## src/rtl/score_sequencer.sv

```systemverilog
// Match controller for the two-player bouncer game: turns goal events into
// single-cycle count pulses, sequences serve/play/hold phases, and keeps a
// BCD shadow of both scores to declare the winner at WIN_SCORE.
module score_sequencer #(
   parameter int WIN_SCORE    = 11,
   parameter int SERVE_CYCLES = 25_000_000,
   parameter int HOLD_CYCLES  = 50_000_000,
   parameter int TIMER_W      = 26
) (
   input  logic clk,
   input  logic rst,
   input  logic start,
   input  logic goal1,
   input  logic goal2,
   output logic count1,
   output logic count2,
   output logic scores_clr,
   output logic ball_en,
   output logic serve_side,
   output logic game_over,
   output logic winner
);

   typedef enum logic [2:0] {
      IDLE   = 3'd0,
      SERVE  = 3'd1,
      PLAY   = 3'd2,
      SCORED = 3'd3,
      HOLD   = 3'd4,
      OVER   = 3'd5
   } state_t;

   localparam logic [3:0]         WIN_TENS   = 4'(WIN_SCORE / 10);
   localparam logic [3:0]         WIN_UNITS  = 4'(WIN_SCORE % 10);
   localparam logic [TIMER_W-1:0] SERVE_LAST = TIMER_W'(SERVE_CYCLES - 1);
   localparam logic [TIMER_W-1:0] HOLD_LAST  = TIMER_W'(HOLD_CYCLES - 1);

   state_t             state_reg, state_next;
   logic [TIMER_W-1:0] timer_reg, timer_next;
   logic               start_prev_reg, goal1_prev_reg, goal2_prev_reg;
   logic               scorer_reg, scorer_next;
   logic               serve_side_reg, serve_side_next;
   logic               winner_reg, winner_next;
   logic [3:0]         tens_reg [2];
   logic [3:0]         units_reg [2];
   logic [3:0]         tens_next [2];
   logic [3:0]         units_next [2];
   logic [3:0]         inc_tens [2];
   logic [3:0]         inc_units [2];

   logic start_edge, goal1_edge, goal2_edge;
   logic win_hit;

   assign start_edge = start & ~start_prev_reg;
   assign goal1_edge = goal1 & ~goal1_prev_reg;
   assign goal2_edge = goal2 & ~goal2_prev_reg;

   // Saturating BCD increment of each player's shadow score, same digit
   // rules as the external accumulator so both stay in lock-step.
   for (genvar gi = 0; gi < 2; gi++) begin : g_bcd
      assign inc_units[gi] = (units_reg[gi] != 4'd9) ? units_reg[gi] + 4'd1 :
                             (tens_reg[gi]  != 4'd9) ? 4'd0 : 4'd9;
      assign inc_tens[gi]  = (units_reg[gi] != 4'd9) ? tens_reg[gi] :
                             (tens_reg[gi]  != 4'd9) ? tens_reg[gi] + 4'd1 : 4'd9;
   end

   assign win_hit = (inc_tens[scorer_reg] == WIN_TENS) &&
                    (inc_units[scorer_reg] == WIN_UNITS);

   assign serve_side = serve_side_reg;
   assign winner     = winner_reg;

   // Next-state and output decode; pulses are suppressed while rst is high
   // so a reset landing on a scoring cycle never leaks a count.
   always_comb begin
      state_next      = state_reg;
      scorer_next     = scorer_reg;
      serve_side_next = serve_side_reg;
      winner_next     = winner_reg;
      for (int i = 0; i < 2; i++) begin
         tens_next[i]  = tens_reg[i];
         units_next[i] = units_reg[i];
      end
      count1     = 1'b0;
      count2     = 1'b0;
      scores_clr = 1'b0;
      ball_en    = 1'b0;
      game_over  = 1'b0;

      case (state_reg)
         IDLE, OVER: begin
            game_over = (state_reg == OVER);
            if (start_edge) begin
               scores_clr      = 1'b1;
               serve_side_next = 1'b0;
               for (int i = 0; i < 2; i++) begin
                  tens_next[i]  = 4'd0;
                  units_next[i] = 4'd0;
               end
               state_next = SERVE;
            end
         end
         SERVE: begin
            if (timer_reg == SERVE_LAST) state_next = PLAY;
         end
         PLAY: begin
            ball_en = 1'b1;
            if (goal1_edge && goal2_edge) begin
               // Simultaneous goals cancel: replay the serve, no point.
               state_next = SERVE;
            end else if (goal1_edge) begin
               scorer_next = 1'b0;
               state_next  = SCORED;
            end else if (goal2_edge) begin
               scorer_next = 1'b1;
               state_next  = SCORED;
            end
         end
         SCORED: begin
            count1 = ~scorer_reg;
            count2 = scorer_reg;
            tens_next[scorer_reg]  = inc_tens[scorer_reg];
            units_next[scorer_reg] = inc_units[scorer_reg];
            if (win_hit) begin
               winner_next = scorer_reg;
               state_next  = OVER;
            end else begin
               // Next serve goes toward the player who conceded.
               serve_side_next = scorer_reg;
               state_next      = HOLD;
            end
         end
         HOLD: begin
            if (timer_reg == HOLD_LAST) state_next = SERVE;
         end
         default: state_next = IDLE;
      endcase

      if (rst) begin
         count1     = 1'b0;
         count2     = 1'b0;
         scores_clr = 1'b0;
      end
   end

   // Phase timer: restarts on every state change, only runs in timed phases.
   always_comb begin
      timer_next = '0;
      if (state_next == state_reg && (state_reg == SERVE || state_reg == HOLD))
         timer_next = timer_reg + 1'b1;
   end

   // State, timer, edge-detect and shadow-score registers.
   always_ff @(posedge clk) begin
      if (rst) begin
         state_reg      <= IDLE;
         timer_reg      <= '0;
         start_prev_reg <= 1'b0;
         goal1_prev_reg <= 1'b0;
         goal2_prev_reg <= 1'b0;
         scorer_reg     <= 1'b0;
         serve_side_reg <= 1'b0;
         winner_reg     <= 1'b0;
         for (int i = 0; i < 2; i++) begin
            tens_reg[i]  <= 4'd0;
            units_reg[i] <= 4'd0;
         end
      end else begin
         state_reg      <= state_next;
         timer_reg      <= timer_next;
         start_prev_reg <= start;
         goal1_prev_reg <= goal1;
         goal2_prev_reg <= goal2;
         scorer_reg     <= scorer_next;
         serve_side_reg <= serve_side_next;
         winner_reg     <= winner_next;
         for (int i = 0; i < 2; i++) begin
            tens_reg[i]  <= tens_next[i];
            units_reg[i] <= units_next[i];
         end
      end
   end

endmodule

```

## config.mk

```make
export PLATFORM = sky130hd
export DESIGN_NAME = score_sequencer
export DESIGN_NICKNAME = d
export VERILOG_FILES = /design/src/rtl/score_sequencer.sv
export SDC_FILE = /design/constraint.sdc
export NUM_CORES = 1
export LEC_CHECK = 0
export ABC_AREA = 1
export CORE_MARGIN = 2
export CORE_UTILIZATION = 65
export CTS_CLUSTER_SIZE = 24
export DETAILED_ROUTE_END_ITERATION = 6
export GPL_ROUTABILITY_DRIVEN = 0
export PLACE_DENSITY_LB_ADDON = 0.25
export SLEW_MARGIN = 40
export SYNTH_ARGS = -nofsm -noshare
export SYNTH_HDL_FRONTEND = slang
export SYNTH_SLANG_ARGS = --single-unit
```

## constraint.sdc

```tcl
create_clock -name clk -period 4.45 [get_ports clk]
set_input_delay 0.6675 -clock clk [delete_from_list [all_inputs] [get_ports clk]]
set_output_delay 0.6675 -clock clk [all_outputs]
set_load 0.01 [all_outputs]
```

==> results of run 1 <==
-- path summary, 6_finish.rpt --
kind	startpoint	to	slack [ps]
hold reg to reg	timer_reg[0]$_SDFF_PP0_	timer_reg[0]$_SDFF_PP0_	460
setup / recovery	rst	count2	1280
setup reg to reg	timer_reg[0]$_SDFF_PP0_	timer_reg[24]$_SDFF_PP0_	2490
hold / removal	timer_reg[0]$_SDFF_PP0_	timer_reg[0]$_SDFF_PP0_	460
-- routing by layer --
layer | vias up | global-route usage [%] | wire, um
met5 | - | 0 | 0
met4 | 0 | 8.55 | 75
met3 | 8 | 4.76 | 252
met2 | 58 | 43.2 | 2700
met1 | 1184 | 30.7 | 2490
li1 | 1396 | - | -
-- cell type report --
class | count | share of cell area [%]
clock buffers | 6 | 2.32
clock inverters | 1 | 0.962
inverters | 73 | 8.78
multi-input cells | 305 | 49.4
flip-flops and latches | 51 | 32.7
well taps | 52 | 2.08
repair buffers | 12 | 3.77
-- power groups by stage --
stage / clock [uW] / combinational [uW] / sequential (uW)
4_1_cts: 315 / 36.4 / 462
3_3_place_gp: 0 / 35.1 / 472
3_5_place_dp: 0 / 36.0 / 473
2_1_floorplan: 0 / 25.2 / 472
5_1_grt: 325 / 40.8 / 462
6_report: 304 / 36.0 / 462
-- through the flow --
step	utilization (%)	total power [uW]	std cells
after floorplan	-	498	433
after global placement	70.3	508	493
after detailed placement	70.3	509	493
after CTS	72.7	813	500
after global routing	72.7	828	500
final	72.7	802	500
-- cell usage in the layout (no fill, tap or decap), types with 2 or more instances in the layout --
cell type and n:
a21oi_1 8, a31oi_1 2, clkbuf_8 5, clkdlybuf4s50_1 11, dfxtp_1 51, ha_1 6, inv_1 72, nand2_1 100
nand3_1 36, nand4_1 12, nor2_1 70, nor2_2 4, nor2_4 2, nor3_1 15, nor3_2 2, nor4_1 2
o21a_1 2, o21ai_0 5, o31ai_1 4, o32ai_1 3, xnor2_1 3, xor2_1 21
-- cell families after synthesis --
group | after synthesis | synth area share, %
simple gates | 248 | 37.9
buf+inv | 77 | 10.6
flops | 51 | 35.6
compound gates | 27 | 5.94
xor+xnor | 24 | 7.33
fa+ha+maj | 6 | 2.62
==> metrics, run 1 <==
status completed; Layout Nets 459; die area 4960 um^2; dpl ws 1270 ps; clk slew on worst S/H paths 80 ps; Longest Clk Path Bufs 2; Slew headroom 59.6%; PwrDens 257 nW/um^2; sequential cell area 1020 um^2; CTS tree yes; Root Buffer clkbuf_8; slew at the pin closest to its max-slew limit 602 ps; CP Cell Sequence clkdlybuf4s50_1, buf_4, nor2_1, clkdlybuf4s50_1; Max-cap violations 0; Synth Cell Area 2870 um^2; Pre-antenna DRT Iters 4; WL per Instance 11.0 um; num rows 24; Initial Util 66.8%; clock share of power 37.9%; Critical Path Stages 4; Die Y 70.4 um; Buf/Inv on CP 3; CP Class in -> out; Final Hold Viols 0; Fillers 346; Pleak 0.00124 uW; Antenna Nets Post-Route 0; Min-Delay Path Depth 1; Final min period 3170 ps; Layout area overhead 8.90%; total wire length 5520 um; part of the power in combinational logic 4.5%; area post-placement 3020 um^2; final routed DRC violation total 0; peak supply drop 262 uV; Critical Path RT 3780 ps; Crit path largest cell delay 640 ps; Finish-stage setup viols 0; Hold Path Class reg -> reg; Final WS setup 1280 ps; Synthesized Nets 444; I/O Buffers 11; Worst-Skew Late Latency 300 ps; clk sink count 51; Post-CTS Hold Buffers 0; Startpoint Class input pin; antenna fix cells 0; Sw Ratio 20.6%; postcts setup bufs 0; Synth top area share 35.6%; Tcrit/Tclk final 71.3%; Tot GR Track Use 24.9%; cell mode on critical path clkdlybuf4s50_1; top cells by area, synth dfxtp_1 36%, nand2_1 13%, inv_1 9.4%, nor2_1 9.2%, xor2_1 6.4%; GR Overflow Total 0; WHS 455 ps; most frequent cells after synthesis 100 x nand2_1, 72 x inv_1, 70 x nor2_1; fin area 3120 um^2; TritonCTS Buffers 5; Setup Skew 9.84 ps; Cells after Synth 433; Netlist cell types 31; Yosys warnings 0; via count 2646; count leader, synth nand2_1; footprint of the multi-input gates 1540 um^2; CP Max Fanout 13; die span in x 70.4 um; initial drt markers 119; largest net degree at the start of global routing 27; I/O pins 12; Setup crit end kind output pin; P_sw 165 uW; first-pass GRT wire length 10200 um; asr flop ratio synth 0%; #FFs+latches synth 51; setup TNS 0 ps; Max Clock Freq 0.315 GHz; R2R cell count 10; post-DR vias/cell 5.29; critical path data arrival time 2510 ps; CP max-delay cell clkdlybuf4s50_1; Synth Flop Type dfxtp_1; H-tree Lvls 2; CP top delay family buffers and inverters; core area 4290 um^2; syn avg cell area 6.62 um^2; cell taking the most area after synthesis dfxtp_1; post-CTS sizing 0; Post-DP HPWL 4280 um; initial antenna violation count 0; EDFF count, synth 0; internal power 637 uW; Sequential Power Share 57.6%; RSZ-0062 raised after global routing no; vias in the first global route 2499; Slew Limit Fails 0; proportion of layout cells with a drive suffix above 1 4.02%; post-synthesis sequential area ratio 35.6%; flip-flop count of the largest register after layout 26
Power figures use the tool's default switching activity.
==> inputs of run 2 (changes only) <==
--- a/config.mk
+++ b/config.mk
@@ -7,7 +7,7 @@
 export LEC_CHECK = 0
 export ABC_AREA = 1
 export CORE_MARGIN = 2
-export CORE_UTILIZATION = 65
+export CORE_UTILIZATION = 55
 export CTS_CLUSTER_SIZE = 24
 export DETAILED_ROUTE_END_ITERATION = 6
 export GPL_ROUTABILITY_DRIVEN = 0
==> constraint.sdc (replaced) <==
create_clock -name clk -period 2.8 [get_ports clk]
set_input_delay 0.42 -clock clk [delete_from_list [all_inputs] [get_ports clk]]
set_output_delay 0.42 -clock clk [all_outputs]
set_load 0.01 [all_outputs]
==> metrics, run 2 (synthesis results as in run 1) <==
Startpoint Class register (was input pin); I/O Buffers 11 (unchanged); reg2reg setup slack 890 ps (was 2490 ps); Final min period 2330 ps; Pleak 0.00125 uW (was 0.00124 uW); Setup crit end kind output pin (unchanged); Min-Delay Path Depth 1 (unchanged); RSZ-0062 raised after global routing no (unchanged); Longest Clk Path Bufs 2 (unchanged); Layout area overhead 10.5% (was 8.90%); R2R Path Start timer_reg[0]$_SDFF_PP0_ (unchanged); PwrDens 405 nW/um^2 (was 257 nW/um^2); TritonCTS Buffers 5 (unchanged); postcts setup bufs 0 (unchanged); Hold Path Class reg -> reg (unchanged); core area 5070 um^2 (was 4290 um^2); Crit path largest cell delay 550 ps (was 640 ps); total wire length 5720 um (was 5520 um); I/O pins 12 (unchanged); CTS tree yes (unchanged); CP top delay family simple AND/OR/NAND/NOR gates (was buffers and inverters); WL per Instance 11.0 um (about the same); Post-CTS Hold Buffers 0 (unchanged); Fillers 501 (was 346); antenna fix cells 0 (unchanged); Pre-antenna DRT Iters 4 (unchanged); slew at the pin closest to its max-slew limit 491 ps (was 602 ps); Critical Path Source state_reg[0]$_SDFF_PP0_ (was rst); via count 2619 (was 2646); post-CTS sizing 0 (unchanged); initial drt markers 139 (was 119); Max-cap violations 0 (unchanged); status completed (unchanged); CP Max Fanout 4 (was 13); critical path data arrival time 1910 ps (was 2510 ps); H-tree Lvls 2 (unchanged); Root Buffer clkbuf_8 (unchanged); Critical Path Stages 5 (was 4); GR Overflow Total 0 (unchanged); fin area 3170 um^2 (was 3120 um^2); num rows 26 (was 24); Final Hold Viols 0 (unchanged); Setup Skew 10.0 ps (was 9.84 ps); clk sink count 51 (unchanged); initial antenna violation count 0 (unchanged); clk slew on worst S/H paths 80 ps (about the same); Post-DP HPWL 4400 um (was 4280 um); total power 1280 uW (was 802 uW); proportion of layout cells with a drive suffix above 1 4.66% (was 4.02%); flip-flop count of the largest register after layout 26 (unchanged); largest net degree at the start of global routing 27 (unchanged); WHS 454 ps (was 455 ps); Slew Limit Fails 0 (unchanged); commonest non-fill, non-tap cell in the layout nand2_1 (unchanged); die area 5800 um^2 (was 4960 um^2); vias in the first global route 2511 (was 2499); setup TNS 0 ps (unchanged); Tot GR Track Use 21.5% (was 24.9%); final routed DRC violation total 0 (unchanged); Max Clock Freq 0.430 GHz; Tcrit/Tclk final 83.1%; Finished Layout Cells 521 (was 500); Finish-stage setup viols 0 (unchanged); area post-placement 3060 um^2 (was 3020 um^2); Die Y 76.2 um (was 70.4 um); Worst-Skew Late Latency 300 ps (about the same); Antenna Nets Post-Route 0 (unchanged); startpoint of the worst hold path timer_reg[0]$_SDFF_PP0_ (unchanged); DP Cell Count 514 (was 493); CP max-delay cell clkdlybuf4s50_1 (unchanged); Critical Path RT 2380 ps (was 3780 ps); die span in x 76.2 um (was 70.4 um); Buf/Inv on CP 1 (was 3); Initial Util 56.5% (was 66.8%); CP Cell Sequence nand2_1, nor2_1, nand2_1, nor2_1, clkdlybuf4s50_1 (was clkdlybuf4s50_1, buf_4, nor2_1, clkdlybuf4s50_1); peak supply drop 337 uV (was 262 uV); first-pass GRT wire length 10500 um (was 10200 um); post-DR vias/cell 5.03 (was 5.29); R2R cell count 10 (unchanged); most frequent cells in the layout 100 x nand2_1, 72 x inv_1, 70 x nor2_1 (unchanged); Layout Nets 462 (was 459); CP Class reg -> out (was in -> out); Slew headroom 67.0% (was 59.6%)
==> run 2: area by class of cell <==
class / instances / area (um^2) / share of cell area [%]
clock buffers: 6 / 72.6 / 2.29
clock inverters: 1 / 30.0 / 0.948
inverters: 73 / 274 / 8.65
multi-input cells: 305 / 1540 / 48.7
flip-flops and latches: 51 / 1020 / 32.2
well taps: 70 / 87.6 / 2.77
repair buffers: 15 / 140 / 4.43
==> run 2: stage by stage <==
stage / utilization, % / setup WS, ps
5_1_grt: 62.4 / 335
4_1_cts: 62.4 / 468
6_report: 62.4 / 474
2_1_floorplan: - / 1090
3_3_place_gp: 60.4 / 501
3_5_place_dp: 60.4 / 515
==> run 2: path summary, 6_finish.rpt <==
check                             endpoint
setup / recovery                    count2
hold / removal     timer_reg[0]$_SDFF_PP0_
setup reg to reg  timer_reg[11]$_SDFF_PP0_
hold reg to reg    timer_reg[0]$_SDFF_PP0_
==> run 2: routing by layer <==
| layer | track usage (%) | wire, um |
|---|---|---|
| met5 | 0 | 0 |
| met2 | 38.7 | 2770 |
| met4 | 6.73 | 64 |
| met3 | 4.27 | 189 |
| met1 | 25.9 | 2690 |
==> run 2: where the power goes <==
part	total, uW	switching [uW]	internal (uW)
registers	734	3.45	730
clock network	491	229	262
logic	58.1	37.2	20.9
==> inputs of run 3 (changes only) <==
==> constraint.sdc (replaced) <==
create_clock -name clk -period 2.1 [get_ports clk]
set_input_delay 0.315 -clock clk [delete_from_list [all_inputs] [get_ports clk]]
set_output_delay 0.315 -clock clk [all_outputs]
set_load 0.01 [all_outputs]
==> metrics, run 3 (synthesis results as in run 1) <==
Longest Clk Path Bufs 2 (unchanged); first-pass GRT wire length 10300 um (was 10500 um); Setup crit end kind register (was output pin); CP Class reg -> reg (was reg -> out); clk slew on worst S/H paths 100 ps (was 80 ps); Critical Path Source timer_reg[0]$_SDFF_PP0_ (was state_reg[0]$_SDFF_PP0_); largest net degree at the start of global routing 27 (unchanged); initial drt markers 165 (was 139); core area 5070 um^2 (unchanged); Startpoint Class register (unchanged); Layout Nets 464 (was 462); Slew Limit Fails 0 (unchanged); die span in x 76.2 um (unchanged); peak supply drop 371 uV (was 337 uV); Root Buffer clkbuf_8 (unchanged); commonest non-fill, non-tap cell in the layout nand2_1 (unchanged); R2R cell count 10 (unchanged); startpoint of the worst hold path timer_reg[0]$_SDFF_PP0_ (unchanged); Setup Skew 6.80 ps (was 10.0 ps); I/O Buffers 11 (unchanged); Antenna Nets Post-Route 0 (unchanged); WL per Instance 11.1 um (was 11.0 um); Final WS setup 214 ps (was 474 ps); Post-DP HPWL 4410 um (was 4400 um); Slew headroom 78.7% (was 67.0%); WHS 456 ps (was 454 ps); CP max-delay cell dfxtp_1 (was clkdlybuf4s50_1); Tcrit/Tclk final 89.8%; slew at the pin closest to its max-slew limit 319 ps (was 491 ps); proportion of layout cells with a drive suffix above 1 6.17% (was 4.66%); dpl ws 57.5 ps (was 515 ps); Initial Util 56.5% (unchanged); Max Clock Freq 0.530 GHz; post-DR vias/cell 5.06 (was 5.03); RSZ-0062 raised after global routing no (unchanged); post-CTS sizing 4 (was 0); Worst-Skew Late Latency 310 ps (was 300 ps); Min-Delay Path Depth 1 (unchanged); CP top delay family simple AND/OR/NAND/NOR gates (unchanged); cell mode on critical path nand2_1; PwrDens 550 nW/um^2 (was 405 nW/um^2); CTS tree yes (unchanged); num rows 26 (unchanged); RR Endpoint timer_reg[24]$_SDFF_PP0_ (was timer_reg[11]$_SDFF_PP0_); reg2reg setup slack 210 ps (was 890 ps); Layout area overhead 12.0% (was 10.5%); initial antenna violation count 0 (unchanged); clk sink count 51 (unchanged); most frequent cells in the layout 100 x nand2_1, 72 x inv_1, 69 x nor2_1 (was 100 x nand2_1, 72 x inv_1, 70 x nor2_1); R2R Path Start timer_reg[0]$_SDFF_PP0_ (unchanged); Crit path largest cell delay 370 ps (was 550 ps); I/O pins 12 (unchanged); Die Y 76.2 um (unchanged); Critical Path RT 2310 ps (was 2380 ps); CP Cell Sequence ha_1, nand2_1, nor2_2, and3_2, nand4_1, or2_1, nand2_1, inv_1, nand2_8, nor2_1 (was nand2_1, nor2_1, nand2_1, nor2_1, clkdlybuf4s50_1); Final min period 1890 ps; Max-cap violations 0 (unchanged); Pre-antenna DRT Iters 4 (unchanged); Post-CTS Hold Buffers 0 (unchanged); Hold Path Class reg -> reg (unchanged); Fillers 498 (was 501); Tot GR Track Use 21.3% (was 21.5%); setup TNS 0 ps (unchanged); Buf/Inv on CP 1 (unchanged); Finish-stage setup viols 0 (unchanged); Pleak 0.00130 uW (was 0.00125 uW); CP Max Fanout 26 (was 4); postcts setup bufs 0 (unchanged); vias in the first global route 2530 (was 2511); antenna fix cells 0 (unchanged); die area 5800 um^2 (unchanged); final routed DRC violation total 0 (unchanged); via count 2650 (was 2619); total wire length 5810 um (was 5720 um); H-tree Lvls 2 (unchanged); flip-flop count of the largest register after layout 26 (unchanged); Hold Crit Endpoint timer_reg[0]$_SDFF_PP0_ (unchanged); Final Hold Viols 0 (unchanged); TritonCTS Buffers 5 (unchanged); critical path data arrival time 2100 ps (was 1910 ps); GR Overflow Total 0 (unchanged); status completed (unchanged)
==> run 3: through the flow <==
stage / total power [uW] / instances / instance area (um^2) / utilization (%)
6_report: 1760 / 524 / 3210 / 63.3
5_1_grt: 1820 / 524 / 3210 / 63.3
4_1_cts: 1780 / 524 / 3190 / 62.9
3_5_place_dp: 1080 / 516 / 3080 / 60.7
3_3_place_gp: 1080 / 516 / 3080 / 60.7
2_1_floorplan: 1050 / 433 / 2870 / -
==> run 3: worst max-delay path by stage <==
stage                                     endpoint  slack, ps  cells after the start
after CTS                                   count1          3                      5
after global placement                  scores_clr         60                      3
after floorplan            timer_reg[2]$_SDFF_PP0_        390                     11
final                     timer_reg[24]$_SDFF_PP0_        210                     10
after global routing      timer_reg[16]$_SDFF_PP0_          5                      9
after detailed placement                scores_clr         60                      3
==> run 3: routing by layer <==
metal	GRT usage, %	up-vias	wire (um)
met3	3.55	9	176
li1	-	1408	-
met4	7.45	0	81
met5	0	-	0
met1	25.6	1195	2700
met2	38.4	38	2840
==> run 3: layout make-up <==
| class | instances | area (um^2) | area share, % |
|---|---|---|---|
| Clock inverter | 3 | 43.8 | 1.36 |
| Inverter | 73 | 274 | 8.53 |
| Clock buffer | 5 | 68.8 | 2.14 |
| Multi-Input combinational cell | 305 | 1560 | 48.5 |
| Timing Repair Buffer | 17 | 155 | 4.83 |
| Sequential cell | 51 | 1020 | 31.9 |
| Tap cell | 70 | 87.6 | 2.73 |
==> run 3: worst reg2reg max path, stage by stage (launching register included) <==
cell and delay [ps]:
dfxtp_1 370, ha_1 190, nand2_1 90, nor2_2 140
and3_2 240, nand4_1 110, or2_1 240, nand2_1 60
inv_1 80, nand2_8 170, nor2_1 70
==> run 3: power by group <==
| group | internal, uW | switching [uW] | total (uW) |
|---|---|---|---|
| clock network | 355 | 349 | 705 |
| registers | 974 | 4.83 | 979 |
| logic | 29.4 | 51.2 | 80.6 |
| total | 1360 | 405 | 1760 |
